$ cat src/rtl/ad9625_capture_packetizer.sv
// rtl/ad9625_capture_packetizer.sv - AD9625 beat capture with optional trigger, FWFT FIFO and AXI-Stream packet output
module ad9625_capture_packetizer #(
  parameter int FIFO_AW    = 4,
  parameter int DATA_WIDTH = 256
) (
  input  logic                  adc_clk,
  input  logic                  adc_rstn,
  input  logic                  adc_valid,
  input  logic                  adc_enable,
  input  logic [DATA_WIDTH-1:0] adc_data,
  output logic                  adc_dovf,
  input  logic                  trig_in,
  input  logic                  cfg_arm,
  input  logic                  cfg_trig_en,
  input  logic [15:0]           cfg_pkt_len,
  output logic                  status_busy,
  output logic                  capture_done,
  output logic                  m_axis_valid,
  input  logic                  m_axis_ready,
  output logic [DATA_WIDTH-1:0] m_axis_data,
  output logic                  m_axis_last
);

  localparam int DEPTH = 1 << FIFO_AW;
  localparam logic [1:0] S_IDLE    = 2'd0;
  localparam logic [1:0] S_ARMED   = 2'd1;
  localparam logic [1:0] S_CAPTURE = 2'd2;
  localparam logic [1:0] S_FLUSH   = 2'd3;
  localparam logic [FIFO_AW:0] PTR_ONE = {{FIFO_AW{1'b0}}, 1'b1};

  logic [1:0]            r_state;
  logic [15:0]           r_len_q;
  logic [15:0]           r_beat_cnt;
  logic                  r_trig_d;
  logic [FIFO_AW:0]      r_wr_ptr;
  logic [FIFO_AW:0]      r_rd_ptr;
  logic                  r_dovf;
  logic                  r_done;
  logic [DATA_WIDTH-1:0] r_data_mem [DEPTH];
  logic                  r_last_mem [DEPTH];

  logic                  w_edge;
  logic                  w_full;
  logic                  w_empty;
  logic                  w_eligible;
  logic                  w_wr;
  logic                  w_pop;
  logic                  w_last_beat;
  logic                  w_drain_done;
  logic [FIFO_AW:0]      w_rd_next;

  assign w_edge      = trig_in & ~r_trig_d;
  assign w_empty     = (r_wr_ptr == r_rd_ptr);
  assign w_full      = (r_wr_ptr[FIFO_AW-1:0] == r_rd_ptr[FIFO_AW-1:0]) &&
                       (r_wr_ptr[FIFO_AW] != r_rd_ptr[FIFO_AW]);
  // The beat coincident with the trigger edge is already eligible while still ARMED.
  assign w_eligible  = adc_valid & adc_enable &
                       ((r_state == S_CAPTURE) | ((r_state == S_ARMED) & w_edge));
  assign w_wr        = w_eligible & ~w_full;
  assign w_pop       = ~w_empty & m_axis_ready;
  assign w_last_beat = (r_beat_cnt == r_len_q);
  assign w_rd_next   = r_rd_ptr + PTR_ONE;
  assign w_drain_done = w_empty | (w_pop & (w_rd_next == r_wr_ptr));

  assign m_axis_valid = ~w_empty;
  assign m_axis_data  = w_empty ? '0 : r_data_mem[r_rd_ptr[FIFO_AW-1:0]];
  assign m_axis_last  = ~w_empty & r_last_mem[r_rd_ptr[FIFO_AW-1:0]];
  assign status_busy  = (r_state != S_IDLE);
  assign capture_done = r_done;
  assign adc_dovf     = r_dovf;

  always_ff @(posedge adc_clk) begin
    if (w_wr) begin
      r_data_mem[r_wr_ptr[FIFO_AW-1:0]] <= adc_data;
      r_last_mem[r_wr_ptr[FIFO_AW-1:0]] <= w_last_beat;
    end
  end

  always_ff @(posedge adc_clk) begin
    if (!adc_rstn) begin
      r_state    <= S_IDLE;
      r_len_q    <= 16'd0;
      r_beat_cnt <= 16'd0;
      r_trig_d   <= 1'b0;
      r_wr_ptr   <= '0;
      r_rd_ptr   <= '0;
      r_dovf     <= 1'b0;
      r_done     <= 1'b0;
    end else begin
      r_trig_d <= trig_in;
      r_dovf   <= w_eligible & w_full;
      r_done   <= 1'b0;
      if (w_wr) begin
        r_wr_ptr   <= r_wr_ptr + PTR_ONE;
        r_beat_cnt <= r_beat_cnt + 16'd1;
      end
      if (w_pop) begin
        r_rd_ptr <= w_rd_next;
      end
      case (r_state)
        S_IDLE: begin
          if (cfg_arm) begin
            r_len_q    <= cfg_pkt_len;
            r_beat_cnt <= 16'd0;
            r_state    <= cfg_trig_en ? S_ARMED : S_CAPTURE;
          end
        end
        S_ARMED: begin
          if (w_edge) begin
            r_state <= (w_wr && w_last_beat) ? S_FLUSH : S_CAPTURE;
          end
        end
        S_CAPTURE: begin
          if (w_wr && w_last_beat) begin
            r_state <= S_FLUSH;
          end
        end
        S_FLUSH: begin
          if (w_drain_done) begin
            r_done  <= 1'b1;
            r_state <= S_IDLE;
          end
        end
        default: r_state <= S_IDLE;
      endcase
    end
  end

endmodule

$ cat config.mk
export PLATFORM = sky130hd
export DESIGN_NAME = ad9625_capture_packetizer
export DESIGN_NICKNAME = d
export VERILOG_FILES = /design/src/rtl/ad9625_capture_packetizer.sv
export SDC_FILE = /design/constraint.sdc
export NUM_CORES = 2
export LEC_CHECK = 0
export BUFFER_PORTS_ARGS = -buffer_cell sky130_fd_sc_hd__buf_2
export CELL_PAD_IN_SITES_DETAIL_PLACEMENT = 0
export CELL_PAD_IN_SITES_GLOBAL_PLACEMENT = 1
export CORE_ASPECT_RATIO = 1.25
export CORE_MARGIN = 2
export CORE_UTILIZATION = 58
export CTS_BUF_LIST = sky130_fd_sc_hd__clkbuf_4 sky130_fd_sc_hd__clkbuf_8
export DETAILED_ROUTE_END_ITERATION = 16
export GPL_TIMING_DRIVEN = 0
export PLACE_DENSITY_LB_ADDON = 0.08
export SLEW_MARGIN = 5
export SYNTH_ARGS = -nofsm -noshare
export SYNTH_HDL_FRONTEND = slang
export SYNTH_MEMORY_MAX_BITS = 65536
export SYNTH_SLANG_ARGS = --single-unit
$ cat constraint.sdc
create_clock -name adc_clk -period 27.8 [get_ports adc_clk]
set_input_delay 1.39 -clock adc_clk [delete_from_list [all_inputs] [get_ports adc_clk]]
set_output_delay 1.39 -clock adc_clk [all_outputs]
set_load 0.01 [all_outputs]
======== Word level (Yosys, flattened, before mapping) ========
Memories as Yosys holds them, arrays and structs flattened. A register that Yosys moved wholly into a read port is not among the register bits.
Index checks and enable logic that the tools add are counted.
word-level totals
  register bits ........................... 47
  input bits .............................. 280
  bits in writable memories ............... 4112
  memories ................................ 2
  logic and storage cells ................. 64
  output and inout bits ................... 261
operators by class
  muxes and demuxes ....................... 18
  bitwise gates (word level) .............. 14
  add/sub/neg operators ................... 3
  eq/ne operators ......................... 12
  reductions and logical operators ........ 7
memory list
  name        depth  bits a word  rd ports  clocked after Yosys merged registers in  wr ports  RTL line  text
  r_data_mem  16     256          1         1                                        1         39        logic [DATA_WIDTH-1:0] r_data_mem [DEPTH];
  r_last_mem  16     1            1         1                                        1         40        logic r_last_mem [DEPTH];
operators by type and width
  operator                                        number
  2-to-1 mux 256 bit                              1
  2-to-1 mux 16 bit                               3
  adder 16 x 1 -> 16 bit (second input constant)  1
  == test 16 bit                                  1
  2-to-1 mux 4 bit                                4
  adder 5 x 1 -> 5 bit (second input constant)    2
  == test 5 bit                                   2
  2-to-1 mux 2 bit                                5
  bitwise AND 1 bit                               9
  case mux 2 bit (4 select lines)                 1
  != test 2 bit (second input constant)           3
  == test 2 bit (second input constant)           2
  == test 4 bit                                   1
  2-to-1 mux 1 bit                                4
  AND reduction 2 bit                             2
  AND reduction 4 bit                             1
  NOT 1 bit                                       3
  == test 2 x 1 -> 1 bit (second input constant)  1
  logical AND 1 bit                               2
  logical NOT 2 bit                               1
  != test 2 x 1 -> 1 bit (second input constant)  1
  bitwise OR 1 bit                                2
  nonzero test 2 bit                              1
  != test 1 bit                                   1

======== Depth between registers and ports, before layout ========
  depth after elaboration ................. 10
  mapped depth ............................ 10

======== Worst setup path before layout ========
No wires, ideal clock.
  kind .................................... input-to-reg
  start ................................... in trig_in
  end ..................................... mem r_data_mem[0][0] (enable)
  required time ........................... 26.610 ns
  stages on the path ...................... 7
  arrival ................................. 19.585 ns
  slack ................................... 7.025 ns
  cell sequence ........................... nand3b_1 a21oi_1 o21a_1 buf_2 buf_2 nand2_1 nor3_1
on the way
  cells in the longest elaborated chain, start to end .. 7
RTL lines
  item                                    RTL line  text
  start, declared                         12        input logic trig_in,
  bitwise AND 1 bit                       52        assign w_edge = trig_in & ~r_trig_d;
  bitwise AND 1 bit                       58        ((r_state == S_CAPTURE) | ((r_state == S_ARMED) & w_edge));
  bitwise OR 1 bit                        58
  bitwise AND 1 bit                       57        assign w_eligible = adc_valid & adc_enable &
  bitwise AND 1 bit                       59        assign w_wr = w_eligible & ~w_full;
  2-to-1 mux 1 bit                        73        if (w_wr) begin
  2-to-1 mux 1 bit (not written as such)  74        r_data_mem[r_wr_ptr[FIFO_AW-1:0]] <= adc_data;
  end, declared                           39
Every way passes these cells.

==> key figures <==
Outcome
  • Outcome: complete, no violations

Setup path
  • Slowest stage cell, crit path: clkbuf_1
  • WP data required: 26410 ps
  • Max incr delay on CP: 1100 ps
  • CP Max Fanout: 10
  • R2R depth: 19
  • Startpoint types: register
  • Critical Path AT: between 5000 and 6000 ps
  • Kind of critical path: reg -> out
  • Buffers & Inverters on Critical Path: 4
  • Reg-to-reg slack, setup: between 20000 and 25000 ps
  • FF-to-FF Start: r_state[1]
  • Crit. End Element: output pin
  • R2R Path End: r_data_mem[1][138]
  • Cells along the critical path: buf_2 -> clkbuf_1 -> clkbuf_1 -> mux4_2 -> mux4_2 -> and2_1 -> buf_2
  • Top cell family by delay on the critical path: buffers and inverters

Synth
  • Synth unique cells: 40
  • Top cells by area, synth: edfxtp_1 78%, mux4_2 18%, and2_1 1.0%, dfxtp_1 0.65%, clkbuf_1 0.42%
  • Syn avg cell area: roughly 25 sq um
  • Yosys top cell area share: 78.2%
  • Synthesized flop and latch total: 4163
  • Part of the Yosys area used for sequential elements: 78.8%
  • Synth Cell Area: 0.158 sq mm
  • Syn. warnings: 0
  • Number of synthesized flops with an enable pin: 4112
  • Top_reg_cell synth: edfxtp_1
  • Asr flop ratio synth: 0%
  • Mapped Nets: between 6000 and 7000
  • Cell count after synthesis: ~6300
  • Cell taking the most area after synthesis: edfxtp_1

Global route
  • Grt ovf: 0
  • First-pass GRT wire length: 556 mm
  • Largest net degree at the start of global routing: 22
  • Vias in the first global route: between 70000 and 80000
  • Initial antenna violation count: 134
  • GRT Util Overall: 28.7%

Timing
  • Fin Setup TNS: 0 ps
  • Final period util: 23.7%
  • Slew HR: 3.85%
  • Worst-Margin Slew: 1440 ps
  • RSZ-0062 raised after global routing: false
  • Final hold viol count: 0
  • Setup violators final: 0
  • Post-route minimum period: 6600 ps
  • Post-Route Skew: 57.7 ps
  • Fin. max-slew vios: 0
  • FMAX: approximately 0.15 GHz

Routing
  • Avg Vias per Cell: roughly 6.3
  • DRC violations left: 0
  • Final wirelength: between 300 and 400 mm
  • Avg WL per Cell: 33.4 um
  • Router iterations before antenna repair: 5
  • 1st-iter DRT viols: between 8000 and 9000
  • Vias: 75245
  • Antenna viol nets, final: 0

Floorplanning
  • Die ar.: between 0.2 and 0.3 sq mm
  • Cell row count: 214
  • Die H: just under 600 um
  • Core Footprint: 0.272 sq mm
  • Chip Width: 471 um
  • IO Pins: 541
  • Starting density of the core: 58.2%

Clock tree
  • Worst skew pair latency: 1090 ps
  • Root Driver: clkbuf_8
  • # resized after CTS: 0
  • CTS H-tree lvls: 6
  • CTS buffer count: 631
  • Worst-path clk slew: ~60 ps
  • CTS Hold Buffers Added: 0
  • Post-CTS Setup Bufs: 0
  • Maximum root-to-sink buffer count: 4
  • CTS sink count: 4163
  • CTS tree: done

Final layout
  • Commonest non-fill, non-tap cell in the layout: edfxtp_1
  • Most frequent cells in the layout: 4112 x edfxtp_1, 1285 x mux4_2, 661 x buf_2, 659 x clkbuf_8, 260 x and2_1
  • Area grow syn2layout: 15.5%
  • Final instance area: 0.182 sq mm
  • Fillcell total: 17260
  • NumNets Final: 8092
  • Storage element area: 0.124 sq mm
  • Layout cells sized above 1: 39.4%
  • Area of the multi-input gates: 0.0321 sq mm

Power
  • PD cells: 71.8 mW/mm^2
  • Register share of total power: 53.2%
  • Comb pwr share: 10.5%
  • Switching power: 3040 uW
  • Leak Pwr: 0.0572 uW
  • Clock power frac: between 30 and 40%
  • Sw frac: 23.2%
  • Worst vdd ir: approximately 0.000058 V
  • P_int: ~10000 uW

Place
  • Gpl congestion: about 0.74
  • Port Buf Inserts: 540
  • Final HPWL DP: 254 mm
  • DP Area: 0.171 sq mm

Min path
  • Min-Delay Path Class: reg -> reg
  • Hold Path Cell Cnt: 2
  • Hold Crit Start: r_len_q[12]
  • Worst Hold End: r_len_q[12]

Job
  • Max-cap viol count: 0
[cell usage after synthesis, types with 15 or more instances]
cell / n
a21oi_1: 21
and2_1: 260
buf_1: 24
buf_2: 121
clkbuf_1: 176
dfxtp_1: 51
edfxtp_1: 4112
mux4_2: 1285
nand2_1: 52
nor2_1: 37
xnor2_1: 30
xor2_1: 15
[worst max path at each step]
stage	cells past startpoint	slack [ps]	from	endpoint
after floorplan	7	7020	trig_in	r_data_mem[0][0]
after global routing	7	21120	register	m_axis_data[236]
final	7	21200	register	m_axis_data[236]
after CTS	7	21130	register	m_axis_data[236]
after global placement	8	-18580	trig_in	r_data_mem[0][138]
after detailed placement	18	21860	trig_in	r_data_mem[1][138]
[stage by stage]
stage	setup slack (ps)	cells	util, %	hold slack (ps)	total power (uW)
global route	21120	11842	67.2	498	13500
floorplan	7020	6279	-	449	7960
finish	21200	11867	67.2	474	13100
CTS	21130	11814	67.1	475	13200
global placement	-18580	10383	60.8	466	8520
detailed placement	21860	10732	62.8	467	8490
[area by class of cell]
cell class              instances  area share [%]
diodes                         53          0.0727
plain buffers                 326           0.782
clock buffers                 833            5.69
clock inverters               249           0.711
inverters                      11          0.0226
multi-input cells            1779            17.6
flip-flops and latches       4163            68.2
well taps                    3564            2.44
repair buffers                889            4.43
[flip-flops by register name, indices dropped and copies added (netlist names), named ones only]
register,cells
r_state,2
r_data_mem,4096
r_len_q,16
capture_done,1
r_last_mem,16
r_rd_ptr,5
r_trig_d,1
r_wr_ptr,5
adc_dovf,1
r_beat_cnt,16
[cells by family (layout without fill, tap and decap cells)]
logic type	Yosys count	after routing	share of synthesized area [%]
AO/OA/AOI/OAI	40	40	0.154
XOR/XNOR	46	46	0.260
AND/OR/NAND/NOR	396	396	1.42
other	0	53	0
adder cells (fa/ha/maj)	11	11	0.0871
buffers and inverters	337	2308	0.921
flip-flops	4163	4163	78.8
multiplexers	1286	1286	18.3
[tightest hold or removal path: cells and delay by family (launching register included)]
family	cells	cell delay [ps]
flops	1	320
compound gates	1	50
simple gates	1	60
[layer usage]
layer	share of wire [%]	vias to the layer above	routed length [um]	GRT usage (%)
li1	-	30317	-	-
met1	38	40578	150000	38.9
met2	49	3555	196000	45.8
met3	9.5	691	37800	7.61
met4	3.2	104	12600	10.0
met5	0.14	-	575	0
[power groups by stage]
stage | Combinational, uW | Sequential, uW | Clock, uW
2_1_floorplan | 843 | 7120 | 0
3_3_place_gp | 1360 | 7160 | 0
3_5_place_dp | 1400 | 7100 | 0
5_1_grt | 1470 | 6960 | 5090
4_1_cts | 1400 | 6960 | 4840
6_report | 1370 | 6960 | 4760
(Power assumes the default switching activity.)
